[src/rtl/smpl_capture_if.sv]
`default_nettype none
// ============================================================================
// Module      : smpl_capture_if
// Description : Capture-controller bus: sampler/trigger inputs, RAM write port
//               and capture status.
// Revision    : 1.0
// ============================================================================
interface smpl_capture_if #(
    parameter int DEPTH = 512,
    parameter int AW    = $clog2(DEPTH)
);
    logic          run;
    logic          wrt_smpl;
    logic [7:0]    smpl;
    logic          triggered;
    logic [AW:0]   trig_pos;
    logic          clr_done;
    logic          we;
    logic [AW-1:0] waddr;
    logic [7:0]    wdata;
    logic          armed;
    logic          capturing;
    logic          capture_done;
    logic [AW-1:0] start_addr;

    modport master (
        output run, wrt_smpl, smpl, triggered, trig_pos, clr_done,
        input  we, waddr, wdata, armed, capturing, capture_done, start_addr
    );

    modport slave (
        input  run, wrt_smpl, smpl, triggered, trig_pos, clr_done,
        output we, waddr, wdata, armed, capturing, capture_done, start_addr
    );
endinterface
`default_nettype wire

[src/rtl/smpl_capture.sv]
`default_nettype none
// ============================================================================
// Module      : smpl_capture
// Description : Circular sample-RAM capture controller: pre-trigger fill,
//               trigger arming, post-trigger count and buffer freeze.
// Revision    : 1.0
// ============================================================================
module smpl_capture #(
    parameter  int DEPTH = 512,
    localparam int AW    = $clog2(DEPTH)
) (
    input  logic         clk,
    input  logic         rst,
    smpl_capture_if.slave bus
);

    localparam logic [1:0] S_IDLE = 2'd0;
    localparam logic [1:0] S_RUN  = 2'd1;
    localparam logic [1:0] S_POST = 2'd2;
    localparam logic [1:0] S_DONE = 2'd3;

    localparam logic [AW:0] C_DEPTH = (AW+1)'(DEPTH);

    logic [1:0]    state_q, state_d;
    logic [AW-1:0] waddr_q, waddr_d;
    logic [AW-1:0] start_addr_q, start_addr_d;
    logic [AW:0]   pre_cnt_q, pre_cnt_d;
    logic [AW:0]   post_cnt_q, post_cnt_d;
    logic          armed_q, armed_d;

    logic [AW:0]   w_tp_eff;
    logic [AW:0]   w_pre_need;
    logic [AW:0]   w_pre_cnt_inc;
    logic [AW:0]   w_post_cnt_inc;
    logic [AW-1:0] w_waddr_inc;
    logic          w_capturing;
    logic          w_we;

    always_comb begin
        w_tp_eff       = (bus.trig_pos > C_DEPTH) ? C_DEPTH : bus.trig_pos;
        w_pre_need     = C_DEPTH - w_tp_eff;
        w_capturing    = (state_q == S_RUN) || (state_q == S_POST);
        w_we           = bus.wrt_smpl & w_capturing;
        w_waddr_inc    = waddr_q + AW'(1);
        // Pre-trigger count saturates at DEPTH so long pre-fills cannot wrap.
        w_pre_cnt_inc  = (w_we && (pre_cnt_q != C_DEPTH)) ? pre_cnt_q + (AW+1)'(1) : pre_cnt_q;
        w_post_cnt_inc = post_cnt_q + (AW+1)'(1);

        state_d      = state_q;
        waddr_d      = w_we ? w_waddr_inc : waddr_q;
        start_addr_d = start_addr_q;
        pre_cnt_d    = pre_cnt_q;
        post_cnt_d   = post_cnt_q;
        armed_d      = armed_q;

        case (state_q)
            S_IDLE: begin
                if (bus.run) begin
                    state_d    = S_RUN;
                    waddr_d    = '0;
                    pre_cnt_d  = '0;
                    post_cnt_d = '0;
                    armed_d    = (w_pre_need == '0);
                end
            end
            S_RUN: begin
                pre_cnt_d = w_pre_cnt_inc;
                if (w_pre_cnt_inc >= w_pre_need) begin
                    armed_d = 1'b1;
                end
                // Only the registered armed flag qualifies the trigger, so
                // arming and triggering on one edge does not start POST.
                if (bus.triggered && armed_q) begin
                    if (w_tp_eff == '0) begin
                        state_d      = S_DONE;
                        start_addr_d = waddr_d;
                        armed_d      = 1'b0;
                    end else begin
                        state_d = S_POST;
                    end
                end
            end
            S_POST: begin
                if (w_we) begin
                    post_cnt_d = w_post_cnt_inc;
                    if (w_post_cnt_inc == w_tp_eff) begin
                        state_d      = S_DONE;
                        start_addr_d = w_waddr_inc;
                        armed_d      = 1'b0;
                    end
                end
            end
            S_DONE: begin
                if (bus.clr_done) begin
                    state_d = S_IDLE;
                    armed_d = 1'b0;
                end
            end
            default: begin
                state_d = S_IDLE;
                armed_d = 1'b0;
            end
        endcase
    end

    always_ff @(posedge clk or posedge rst) begin
        if (rst) begin
            state_q      <= S_IDLE;
            waddr_q      <= '0;
            start_addr_q <= '0;
            pre_cnt_q    <= '0;
            post_cnt_q   <= '0;
            armed_q      <= 1'b0;
        end else begin
            state_q      <= state_d;
            waddr_q      <= waddr_d;
            start_addr_q <= start_addr_d;
            pre_cnt_q    <= pre_cnt_d;
            post_cnt_q   <= post_cnt_d;
            armed_q      <= armed_d;
        end
    end

    assign bus.we           = w_we;
    assign bus.waddr        = waddr_q;
    assign bus.wdata        = bus.smpl;
    assign bus.armed        = armed_q;
    assign bus.capturing    = w_capturing;
    assign bus.capture_done = (state_q == S_DONE);
    assign bus.start_addr   = start_addr_q;

endmodule
`default_nettype wire

[src/flat_wrapper.sv]
// flat-port wrapper written by rule: the top's interface ports become plain ports
module smpl_capture_flat 
#(
    parameter  int DEPTH = 512,
    localparam int AW    = $clog2(DEPTH)
)
  (clk, rst, bus_run, bus_wrt_smpl, bus_smpl, bus_triggered, bus_trig_pos, bus_clr_done, bus_we, bus_waddr, bus_wdata, bus_armed, bus_capturing, bus_capture_done, bus_start_addr);
  smpl_capture_if #(.DEPTH(DEPTH)) bus_i ();
  input  logic clk;
  input  logic rst;
  input wire logic [$bits(bus_i.run)-1:0] bus_run;
  input wire logic [$bits(bus_i.wrt_smpl)-1:0] bus_wrt_smpl;
  input wire logic [$bits(bus_i.smpl)-1:0] bus_smpl;
  input wire logic [$bits(bus_i.triggered)-1:0] bus_triggered;
  input wire logic [$bits(bus_i.trig_pos)-1:0] bus_trig_pos;
  input wire logic [$bits(bus_i.clr_done)-1:0] bus_clr_done;
  output wire logic [$bits(bus_i.we)-1:0] bus_we;
  output wire logic [$bits(bus_i.waddr)-1:0] bus_waddr;
  output wire logic [$bits(bus_i.wdata)-1:0] bus_wdata;
  output wire logic [$bits(bus_i.armed)-1:0] bus_armed;
  output wire logic [$bits(bus_i.capturing)-1:0] bus_capturing;
  output wire logic [$bits(bus_i.capture_done)-1:0] bus_capture_done;
  output wire logic [$bits(bus_i.start_addr)-1:0] bus_start_addr;
  assign bus_i.run = bus_run;
  assign bus_i.wrt_smpl = bus_wrt_smpl;
  assign bus_i.smpl = bus_smpl;
  assign bus_i.triggered = bus_triggered;
  assign bus_i.trig_pos = bus_trig_pos;
  assign bus_i.clr_done = bus_clr_done;
  assign bus_we = bus_i.we;
  assign bus_waddr = bus_i.waddr;
  assign bus_wdata = bus_i.wdata;
  assign bus_armed = bus_i.armed;
  assign bus_capturing = bus_i.capturing;
  assign bus_capture_done = bus_i.capture_done;
  assign bus_start_addr = bus_i.start_addr;
  smpl_capture #(.DEPTH(DEPTH)) u_core (.clk(clk), .rst(rst), .bus(bus_i));
endmodule
[config.mk]
export PLATFORM = sky130hd
export DESIGN_NAME = smpl_capture_flat
export DESIGN_NICKNAME = d
export VERILOG_FILES = /design/src/rtl/smpl_capture_if.sv /design/src/rtl/smpl_capture.sv /design/src/flat_wrapper.sv
export SDC_FILE = /design/constraint.sdc
export NUM_CORES = 1
export LEC_CHECK = 0
export ABC_CLOCK_PERIOD_IN_PS = 8600
export BUFFER_PORTS_ARGS = -buffer_cell sky130_fd_sc_hd__buf_2
export CORE_UTILIZATION = 30
export DETAILED_ROUTE_END_ITERATION = 8
export GPL_ROUTABILITY_DRIVEN = 0
export PLACE_DENSITY = 0.45
export SYNTH_ARGS = -nofsm -noshare
export SYNTH_HDL_FRONTEND = slang
export SYNTH_SLANG_ARGS = --single-unit
[constraint.sdc]
create_clock -name clk -period 8.6 [get_ports clk]
set_clock_uncertainty 0.1 [all_clocks]
set_input_delay 1.29 -clock clk [delete_from_list [all_inputs] [get_ports clk]]
set_output_delay 1.29 -clock clk [all_outputs]
set_load 0.02 [all_outputs]
==> flow_metrics.py, run 1 <==
metrics = {
    "status": {
        "status": "finished clean",
    },
    "timing": {
        "worst_slack_ns": 4.54,
        "rsz0062_at_grt": "no",
        "hold_violations": 0,
        "period_minus_slack_ns": 4.06,
        "tns_ns": 0,
        "max_freq_mhz": 246,
        "relSlewSlack_pct": 47.2,
        "tightest_slew_ns": 0.791,
        "fin_crit_sh_pct": 47.2,
        "setup_viol": 0,
        "timing.hold.ws_ns": 0.406,
        "drv_slew": 0,
    },
    "critical_path": {
        "worstPathRequired_ns": 8.67,
        "crit_fanout": 5,
        "crit_arrival_ns": 4.13,
        "setup.worst_path.end_class": "flip-flop",
        "path_class": "input pin to flip-flop",
        "crit_path_start_kind": "input pin",
    },
    "pwr": {
        "power_per_cell_area_nw_per_um2": 242,
        "ir_drop_mv": 0.0982,
        "p_leak_nw": 1.65,
        "power_uw": 849,
    },
    "synth": {
        "synth_top_area_share_pct": 32.6,
        "synth_fp_nets": 408,
        "synth_area_um2": 3150,
        "syn_area_per_cell_um2": 8.63,
        "syn_inst": 365,
        "synth-seq-area-share_pct": 32.6,
        "yosys.area.top_type": "dfrtp_1",
        "yosys_warnings": 0,
        "ys.flop_type": "dfrtp_1",
        "synth_cell_types": 53,
        "synth-seq-cells": 41,
        "ys_top_cells_by_area": "dfrtp_1 (33%), ha_1 (7.5%), xnor2_1 (6.4%), nand2_1 (5.6%), mux2_2 (3.9%)",
        "async_flop_share_pct": 100,
        "synth_edf_count": 0,
    },
    "detailed_routing": {
        "post-route-drc-count": 0,
        "drt-wirelength-per-cell_um": 14.9,
        "vias": 2675,
        "post_drt_via_cell_ratio": 5.09,
        "routed_wl_um": 7860,
        "drt_iter0_drc": 164,
        "ant_nets": 0,
        "drt-pass1-iter-count": 4,
    },
    "placement": {
        "portBuffers": 37,
        "place_hpwl_um": 5900,
        "dp_slack_ns": 4.25,
    },
    "final_layout": {
        "fin_nets": 432,
        "layout-drive-gt1-share_pct": 16.2,
        "final_core_util_pct": 34.3,
        "insertedDiodeCount": 0,
        "multi_input_area_um2": 1950,
        "syn_to_final_growth_pct": 11.5,
        "regArea_um2": 1030,
        "nFillCells": 1093,
    },
    "global_routing": {
        "grt_pass1_vias": 2561,
        "antenna_found_initial": 0,
        "grt_pass1_wl_um": 13300,
        "grt_remaining_overflow": 0,
        "track_usage_pct": 15.0,
        "grt_max_degree": 42,
    },
    "clocking": {
        "clk-insertion-delay-late_ns": 0.30,
        "cts_tree": "yes",
        "cts-root-buf": "clkbuf_8",
        "clk_path_buf_depth": 2,
        "cts.sinks": 41,
        "post_cts_buffers": 0,
        "numCtsBuffers": 5,
        "clkTransAtPathRegs_ns": 0.09,
        "hold_buffers": 0,
        "cts_htree_levels": 2,
        "cts_resized": 0,
    },
    "floorplan": {
        "initial_core_util_pct": 30.8,
        "coreArea_um2": 10200,
        "die_x_um": 104,
        "rows": 37,
        "pin_count": 54,
        "dieArea_um2": 10900,
        "die_h_um": 104,
    },
    "hold_path": {
        "hold_class": "flip-flop to flip-flop",
    },
    "run": {
        "drv_cap": 0,
    },
}
==> worst max-delay path, stage by stage <==
cell and delay (ns):
buf_2 0.13, or4_1 0.55, or3_1 0.34, nor2_1 0.29, nand2_1 0.10, a221oi_1 0.39
ha_1 0.31, a21oi_1 0.14, o21ai_0 0.09, a21oi_1 0.15, o21ai_0 0.09, a31oi_1 0.17
a31oi_1 0.09
==> area by class of cell <==
type	count	area share [%]
Clock inverter	3	1.32
Sequential cell	41	29.2
Inverter	17	1.82
Multi-Input combinational cell	286	55.4
Clock buffer	5	1.96
Tap cell	136	4.84
Timing Repair Buffer	38	5.48
==> cell usage after synthesis, types with 3 or more instances <==
cell type / number
a21o_1: 6
a21oi_1: 15
a31oi_1: 5
and3_1: 7
o31ai_1: 6
a22o_1: 8
nand2_1: 47
nor3_1: 3
nand4_1: 10
dfrtp_1: 41
or3_1: 7
xnor2_1: 23
mux2_2: 11
clkbuf_1: 9
ha_1: 19
buf_4: 9
xor2_1: 14
o21ai_0: 19
inv_1: 17
nor2_1: 26
nand3_1: 13
nor2b_1: 10
==> flip-flops by register name, summed over array words and instances, names as in the netlist <==
register and flops:
u_core.bus.start_addr 9, u_core.post_cnt_q 10, u_core.pre_cnt_q 10, u_core.state_q 2, u_core.bus.armed 1, u_core.bus.waddr 9
==> where the power goes <==
group          total (mW)  internal, mW  leakage (nW)  switching [mW]
Sequential          0.258         0.222         0.557          0.0360
Combinational       0.428         0.161          1.04           0.267
Clock               0.163        0.0870        0.0543          0.0762
==> path summary, 6_finish.rpt <==
check | startpoint | to | slack [ns] | cells after the start
max in group asynchronous | rst | u_core.state_q[1]$_DFFE_PP0P_ | 7.01 | 3
hold reg to reg | u_core.bus.start_addr[7]$_DFFE_PP0P_ | u_core.bus.start_addr[7]$_DFFE_PP0P_ | 0.41 | 1
setup / recovery | bus_trig_pos[4] | u_core.bus.armed$_DFFE_PP0P_ | 4.54 | 13
setup reg to reg | u_core.state_q[0]$_DFFE_PP0P_ | u_core.bus.armed$_DFFE_PP0P_ | 4.69 | 15
min in group asynchronous | rst | u_core.bus.start_addr[0]$_DFFE_PP0P_ | 1.01 | 3
hold / removal | u_core.bus.start_addr[7]$_DFFE_PP0P_ | u_core.bus.start_addr[7]$_DFFE_PP0P_ | 0.41 | 1
==> metal layers <==
layer / GRT usage (%) / vias up / wire, um
li1: - / 1340 / -
met5: 0 / - / 0
met3: 2.26 / 5 / 372
met2: 23.3 / 70 / 3350
met1: 21.6 / 1260 / 4070
met4: 3.47 / 0 / 72
==> cell families after synthesis <==
kind of cell             share of synthesized area, %
AND/OR/NAND/NOR                                  22.9
AO/OA/AOI/OAI                                    16.8
flip-flops                                       32.6
buffers and inverters                            5.68
XOR/XNOR                                         10.3
adder cells (fa/ha/maj)                          7.55
multiplexers                                     4.25
==> through the flow <==
| step | cell area, um^2 | std cells |
|---|---|---|
| floorplan | 3150 | 365 |
| global placement | 3400 | 518 |
| detailed placement | 3400 | 518 |
| CTS | 3510 | 526 |
| global route | 3510 | 526 |
| finish | 3510 | 526 |
==> layout by cell type, fill, tap and decap left out, types with 11 or more instances in the layout <==
master	n
buf_2	37
mux2_2	11
ha_1	19
a21oi_1	15
xor2_1	14
nand2_1	47
nand3_1	13
xnor2_1	23
o21ai_0	19
dfrtp_1	41
inv_1	16
nor2_1	26
No activity file was read; power rests on OpenSTA's default activity.
==> run 2: changes to the inputs <==
ABC_CLOCK_PERIOD_IN_PS = 3400   (was 8600)
PLACE_DENSITY = 0.47   (was 0.45)
clock period = 3.4 ns   (was 8.6 ns; I/O delays follow)
==> run 2 against run 1 <==
Sequential share of layout area down 1.3 points. Global-route usage up 0.50 points. Via count up 3.8%. Clock power rose to 2.9 times the previous value. Register-to-register slack worse by 4.4 ns. Critical path depth up 2. Non-clock buffer count up 19. Clock-buffer cell count unchanged. Core utilization up 1.6 points. Worst setup slack worse by 4.3 ns.
==> flow_metrics.py, run 2 (synthesized netlist as in run 1, its figures left out) <==
metrics = {
    "critical_path": {
        "rrSetupSlack_ns": 0.27,
        "crit_fanout": 4,
        "worstPathRequired_ns": 3.45,
        "crit_arrival_ns": 3.19,
        "crit_path_start_kind": "flip-flop",
        "path_class": "flip-flop to flip-flop",
        "setup.worst_path.end_class": "flip-flop",
    },
    "timing": {
        "drv_slew": 0,
        "setup_viol": 0,
        "tightest_slew_ns": 1.08,
        "worst_slack_ns": 0.269,
        "hold_violations": 0,
        "fin_crit_sh_pct": 92.1,
        "timing.hold.ws_ns": 0.242,
        "relSlewSlack_pct": 27.4,
        "period_minus_slack_ns": 3.13,
        "rsz0062_at_grt": "no",
        "max_freq_mhz": 319,
        "tns_ns": 0,
    },
    "floorplan": {
        "rows": 37,
        "coreArea_um2": 10200,
        "die_h_um": 104,
        "pin_count": 54,
        "die_x_um": 104,
        "initial_core_util_pct": 30.8,
        "dieArea_um2": 10900,
    },
    "detailed_routing": {
        "ant_nets": 0,
        "drt-wirelength-per-cell_um": 14.7,
        "routed_wl_um": 8000,
        "drt-pass1-iter-count": 4,
        "post-route-drc-count": 0,
        "post_drt_via_cell_ratio": 5.10,
        "drt_iter0_drc": 117,
        "vias": 2777,
    },
    "run": {
        "drv_cap": 0,
    },
    "global_routing": {
        "track_usage_pct": 15.5,
        "grt_pass1_vias": 2635,
        "grt_max_degree": 29,
        "grt_pass1_wl_um": 13700,
        "grt_remaining_overflow": 0,
        "antenna_found_initial": 0,
    },
    "clocking": {
        "post_cts_buffers": 0,
        "clk_path_buf_depth": 2,
        "numCtsBuffers": 5,
        "hold_buffers": 0,
        "cts.sinks": 41,
        "cts-root-buf": "clkbuf_8",
        "cts_htree_levels": 2,
        "cts_resized": 0,
        "clkTransAtPathRegs_ns": 0.08,
        "clk-insertion-delay-late_ns": 0.29,
        "cts_tree": "yes",
    },
    "pwr": {
        "p_comb_share_pct": 51.4,
        "clkPwrFrac_pct": 20.5,
        "power_per_cell_area_nw_per_um2": 625,
        "p_sw_uw": 966,
        "seqPwrFrac_pct": 28.1,
        "ir_drop_mv": 0.396,
        "p_leak_nw": 1.76,
        "switching_share_pct": 42.0,
        "internal_power_mw": 1.33,
    },
    "final_layout": {
        "syn_to_final_growth_pct": 16.6,
        "layout_common_cells": "nand2_1 (47), dfrtp_1 (41), buf_2 (37)",
        "top_regs": "u_core.post_cnt_q x10, u_core.pre_cnt_q x10",
        "insertedDiodeCount": 0,
        "fin_nets": 451,
        "layout-drive-gt1-share_pct": 20.0,
        "nFillCells": 1059,
        "final_common_cell": "nand2_1",
        "final_cells": 545,
    },
    "placement": {
        "dp_cells": 537,
        "dp_slack_ns": 0.00855,
        "portBuffers": 37,
        "place_hpwl_um": 6130,
    },
    "status": {
        "status": "finished clean",
    },
    "hold_path": {
        "hold_class": "input pin to async pin",
    },
}
run 2: cell count changes in the layout (fill, tap and decap cells not counted):
cell        delta
buf_4         +19
bufinv_16      +1
clkinv_2       +1
clkinv_4       -1
clkinvlp_4     -1
run 2: final cells by class:
class	count	area (um^2)	area share, %
clock buffer	5	68.8	1.87
clock inverter	3	65.1	1.77
multi-input combinational	286	1950	52.9
inverter	17	63.8	1.74
sequential	41	1030	27.9
tap	136	170	4.63
timing repair buffer	57	335	9.12
run 2: path summary, 6_finish.rpt:
kind / depth (start not counted) / end / startpoint
setup / recovery: 15 / u_core.bus.armed$_DFFE_PP0P_ / u_core.state_q[0]$_DFFE_PP0P_
hold / removal: 2 / u_core.post_cnt_q[9]$_DFFE_PP0P_ / rst
setup reg to reg: 15 / u_core.bus.armed$_DFFE_PP0P_ / u_core.state_q[0]$_DFFE_PP0P_
hold reg to reg: 1 / u_core.bus.start_addr[1]$_DFFE_PP0P_ / u_core.bus.start_addr[1]$_DFFE_PP0P_
max in group asynchronous: 3 / u_core.pre_cnt_q[7]$_DFFE_PP0P_ / rst
min in group clk: 1 / u_core.bus.start_addr[1]$_DFFE_PP0P_ / u_core.bus.start_addr[1]$_DFFE_PP0P_
run 2: through the flow:
stage               utilization [%]  power [mW]  area, um^2
floorplan                         -        1.46        3150
global placement               34.6        1.83        3540
detailed placement             34.6        1.84        3540
CTS                            35.9        2.33        3670
global route                   35.9        2.50        3670
finish                         35.9        2.30        3670
run 2: power by group through the flow:
stage               Clock [mW]  Combinational, mW  Sequential (mW)
finish                   0.470               1.18            0.646
global route             0.508               1.33            0.661
CTS                      0.489               1.19            0.646
detailed placement           0               1.19            0.656
global placement             0               1.18            0.653
floorplan                    0              0.774            0.689
run 2: metal layers:
metal | GRT usage, % | wire length [um]
met1 | 21.8 | 4090
met2 | 24.9 | 3560
met3 | 2.26 | 292
met4 | 3.37 | 55
met5 | 0 | 0
run 2: worst max-delay path: stages, from the launching register on:
cell	delay (ns)
dfrtp_1	0.39
inv_1	0.10
ha_1	0.31
nand2_1	0.11
inv_1	0.10
nand4_1	0.14
nor2b_1	0.18
nand2_1	0.08
xnor2_1	0.24
ha_1	0.29
a21o_1	0.18
a21o_1	0.18
a211oi_1	0.21
o21ai_0	0.11
a31oi_1	0.17
a31oi_1	0.10
==> run 3: changes to the inputs <==
REMOVE_ABC_BUFFERS = 1   (was unset)
==> run 3 against run 2 <==
Non-clock buffer count unchanged. Fmax is 0.41% higher. Cell count is the same. First-iteration DRC count grew 38%. Design area increased by 0.41%. Total power grew 0.91%. Global-route usage is essentially flat. Wire length rose by 1.1%. Critical path depth did not move. Worst setup slack gained 0.013 ns. Flip-flop and latch count is the same. Die area stayed put. Critical endpoint unchanged. Highest routed layer unchanged.
==> flow_metrics.py, run 3 (synthesized netlist as in run 1, its figures left out) <==
metrics = {
    "status": {
        "status": "finished clean",
    },
    "critical_path": {
        "crit_path_start_kind": "flip-flop",
        "reg2reg_to": "u_core.bus.armed$_DFFE_PP0P_",
        "startpoint": "u_core.state_q[0]$_DFFE_PP0P_",
        "path_class": "flip-flop to flip-flop",
        "crit_arrival_ns": 3.19,
        "crit_fanout": 4,
        "rrSetupSlack_ns": 0.28,
        "r2r-start": "u_core.state_q[0]$_DFFE_PP0P_",
        "crit_end": "u_core.bus.armed$_DFFE_PP0P_",
        "r2r_cells": 15,
        "worstPathRequired_ns": 3.47,
        "setup.worst_path.end_class": "flip-flop",
    },
    "final_layout": {
        "fin_nets": 451,
        "final_cells": 545,
        "nFillCells": 1089,
        "final_common_cell": "nand2_1",
        "syn_to_final_growth_pct": 17.1,
        "layout-drive-gt1-share_pct": 20.8,
        "multi_input_area_um2": 1960,
        "insertedDiodeCount": 0,
        "layout_common_cells": "nand2_1 (47), dfrtp_1 (40), buf_2 (37)",
        "regArea_um2": 1030,
        "final_core_util_pct": 36.1,
        "top_regs": "u_core.post_cnt_q x10, u_core.pre_cnt_q x10",
    },
    "hold_path": {
        "hold_class": "input pin to async pin",
    },
    "detailed_routing": {
        "routed_wl_um": 8080,
        "drt-pass1-iter-count": 4,
        "vias": 2771,
        "post-route-drc-count": 0,
        "ant_nets": 0,
        "post_drt_via_cell_ratio": 5.08,
        "drt_iter0_drc": 162,
        "drt-wirelength-per-cell_um": 14.8,
    },
    "pwr": {
        "switching_share_pct": 42.3,
        "seqPwrFrac_pct": 27.9,
        "p_comb_share_pct": 51.2,
        "power_mw": 2.32,
        "power_per_cell_area_nw_per_um2": 628,
        "p_sw_uw": 981,
        "p_leak_nw": 1.77,
        "clkPwrFrac_pct": 21.0,
        "ir_drop_mv": 0.290,
        "internal_power_mw": 1.34,
    },
    "timing": {
        "setup_viol": 0,
        "period_minus_slack_ns": 3.12,
        "hold_violations": 0,
        "drv_slew": 0,
        "tightest_slew_ns": 0.778,
        "relSlewSlack_pct": 48.0,
        "fin_crit_sh_pct": 91.7,
        "max_freq_mhz": 321,
        "timing.hold.ws_ns": 0.134,
    },
    "floorplan": {
        "die_h_um": 104,
        "pin_count": 54,
        "coreArea_um2": 10200,
        "rows": 37,
        "initial_core_util_pct": 30.8,
        "die_x_um": 104,
        "dieArea_um2": 10900,
    },
    "global_routing": {
        "grt_pass1_vias": 2648,
        "track_usage_pct": 15.5,
        "grt_remaining_overflow": 0,
        "antenna_found_initial": 0,
        "grt_pass1_wl_um": 13600,
        "grt_max_degree": 24,
    },
    "run": {
        "drv_cap": 0,
    },
    "clocking": {
        "clk_path_buf_depth": 2,
        "cts_tree": "yes",
        "post_cts_buffers": 0,
        "clkTransAtPathRegs_ns": 0.09,
        "cts_htree_levels": 2,
        "cts_resized": 0,
        "hold_buffers": 0,
        "cts-root-buf": "clkbuf_8",
        "clk-insertion-delay-late_ns": 0.30,
        "numCtsBuffers": 5,
        "cts.sinks": 41,
    },
    "placement": {
        "dp_cells": 537,
        "portBuffers": 37,
        "place_hpwl_um": 6210,
    },
}
## run 3: layer usage
layer / share of wire (%) / GRT usage (%)
met4: 1.2 / 4.08
met5: 0 / 0
met3: 4.0 / 2.88
met2: 45 / 25.0
met1: 50 / 21.2
## run 3: area by class of cell
| type | instances | share of cell area [%] |
|---|---|---|
| flip-flops and latches | 41 | 27.8 |
| well taps | 136 | 4.61 |
| clock inverters | 3 | 1.87 |
| repair buffers | 57 | 9.09 |
| inverters | 17 | 1.73 |
| multi-input cells | 286 | 53.0 |
| clock buffers | 5 | 1.87 |
## run 3: per-stage QoR
| stage | TNS (ns) | worst slack [ns] | instance area (um^2) |
|---|---|---|---|
| 2_1_floorplan | -0.123 | -0.123 | 3040 |
| 3_3_place_gp | 0 | 0.0911 | 3540 |
| 3_5_place_dp | 0 | 0.0600 | 3540 |
| 6_report | 0 | 0.282 | 3690 |
| 5_1_grt | -0.00840 | -0.00840 | 3690 |
| 4_1_cts | 0 | 0.179 | 3680 |
## run 3: power groups by stage
stage	clock network [mW]	registers (mW)	logic (mW)
2_1_floorplan	0	0.689	0.744
3_3_place_gp	0	0.654	1.18
3_5_place_dp	0	0.654	1.19
4_1_cts	0.497	0.645	1.20
5_1_grt	0.517	0.664	1.32
6_report	0.486	0.646	1.19
## run 3: how the worst min path moves through the flow
stage / from / endpoint / slack [ns] / cells past startpoint
after detailed placement: u_core.bus.start_addr[3]$_DFFE_PP0P_ / u_core.bus.start_addr[3]$_DFFE_PP0P_ / 0.39 / 1
after floorplan: u_core.post_cnt_q[8]$_DFFE_PP0P_ / u_core.post_cnt_q[8]$_DFFE_PP0P_ / 0.40 / 1
after global placement: u_core.bus.start_addr[4]$_DFFE_PP0P_ / u_core.bus.start_addr[4]$_DFFE_PP0P_ / 0.38 / 1
after CTS: rst / u_core.post_cnt_q[8]$_DFFE_PP0P_ / 0.16 / 2
final: rst / u_core.post_cnt_q[5]$_DFFE_PP0P_ / 0.13 / 2
after global routing: rst / u_core.post_cnt_q[8]$_DFFE_PP0P_ / 0.18 / 2
## run 3: critical path: stages (launching register included)
cell,delay [ns]
dfrtp_1,0.38
inv_1,0.11
ha_1,0.32
nand2_1,0.13
inv_1,0.10
nand4_1,0.14
nor2b_2,0.17
nand2_1,0.10
xnor2_2,0.16
ha_1,0.31
a21o_1,0.19
a21o_1,0.17
a211oi_1,0.23
o21ai_1,0.09
a31oi_1,0.18
a31oi_1,0.10
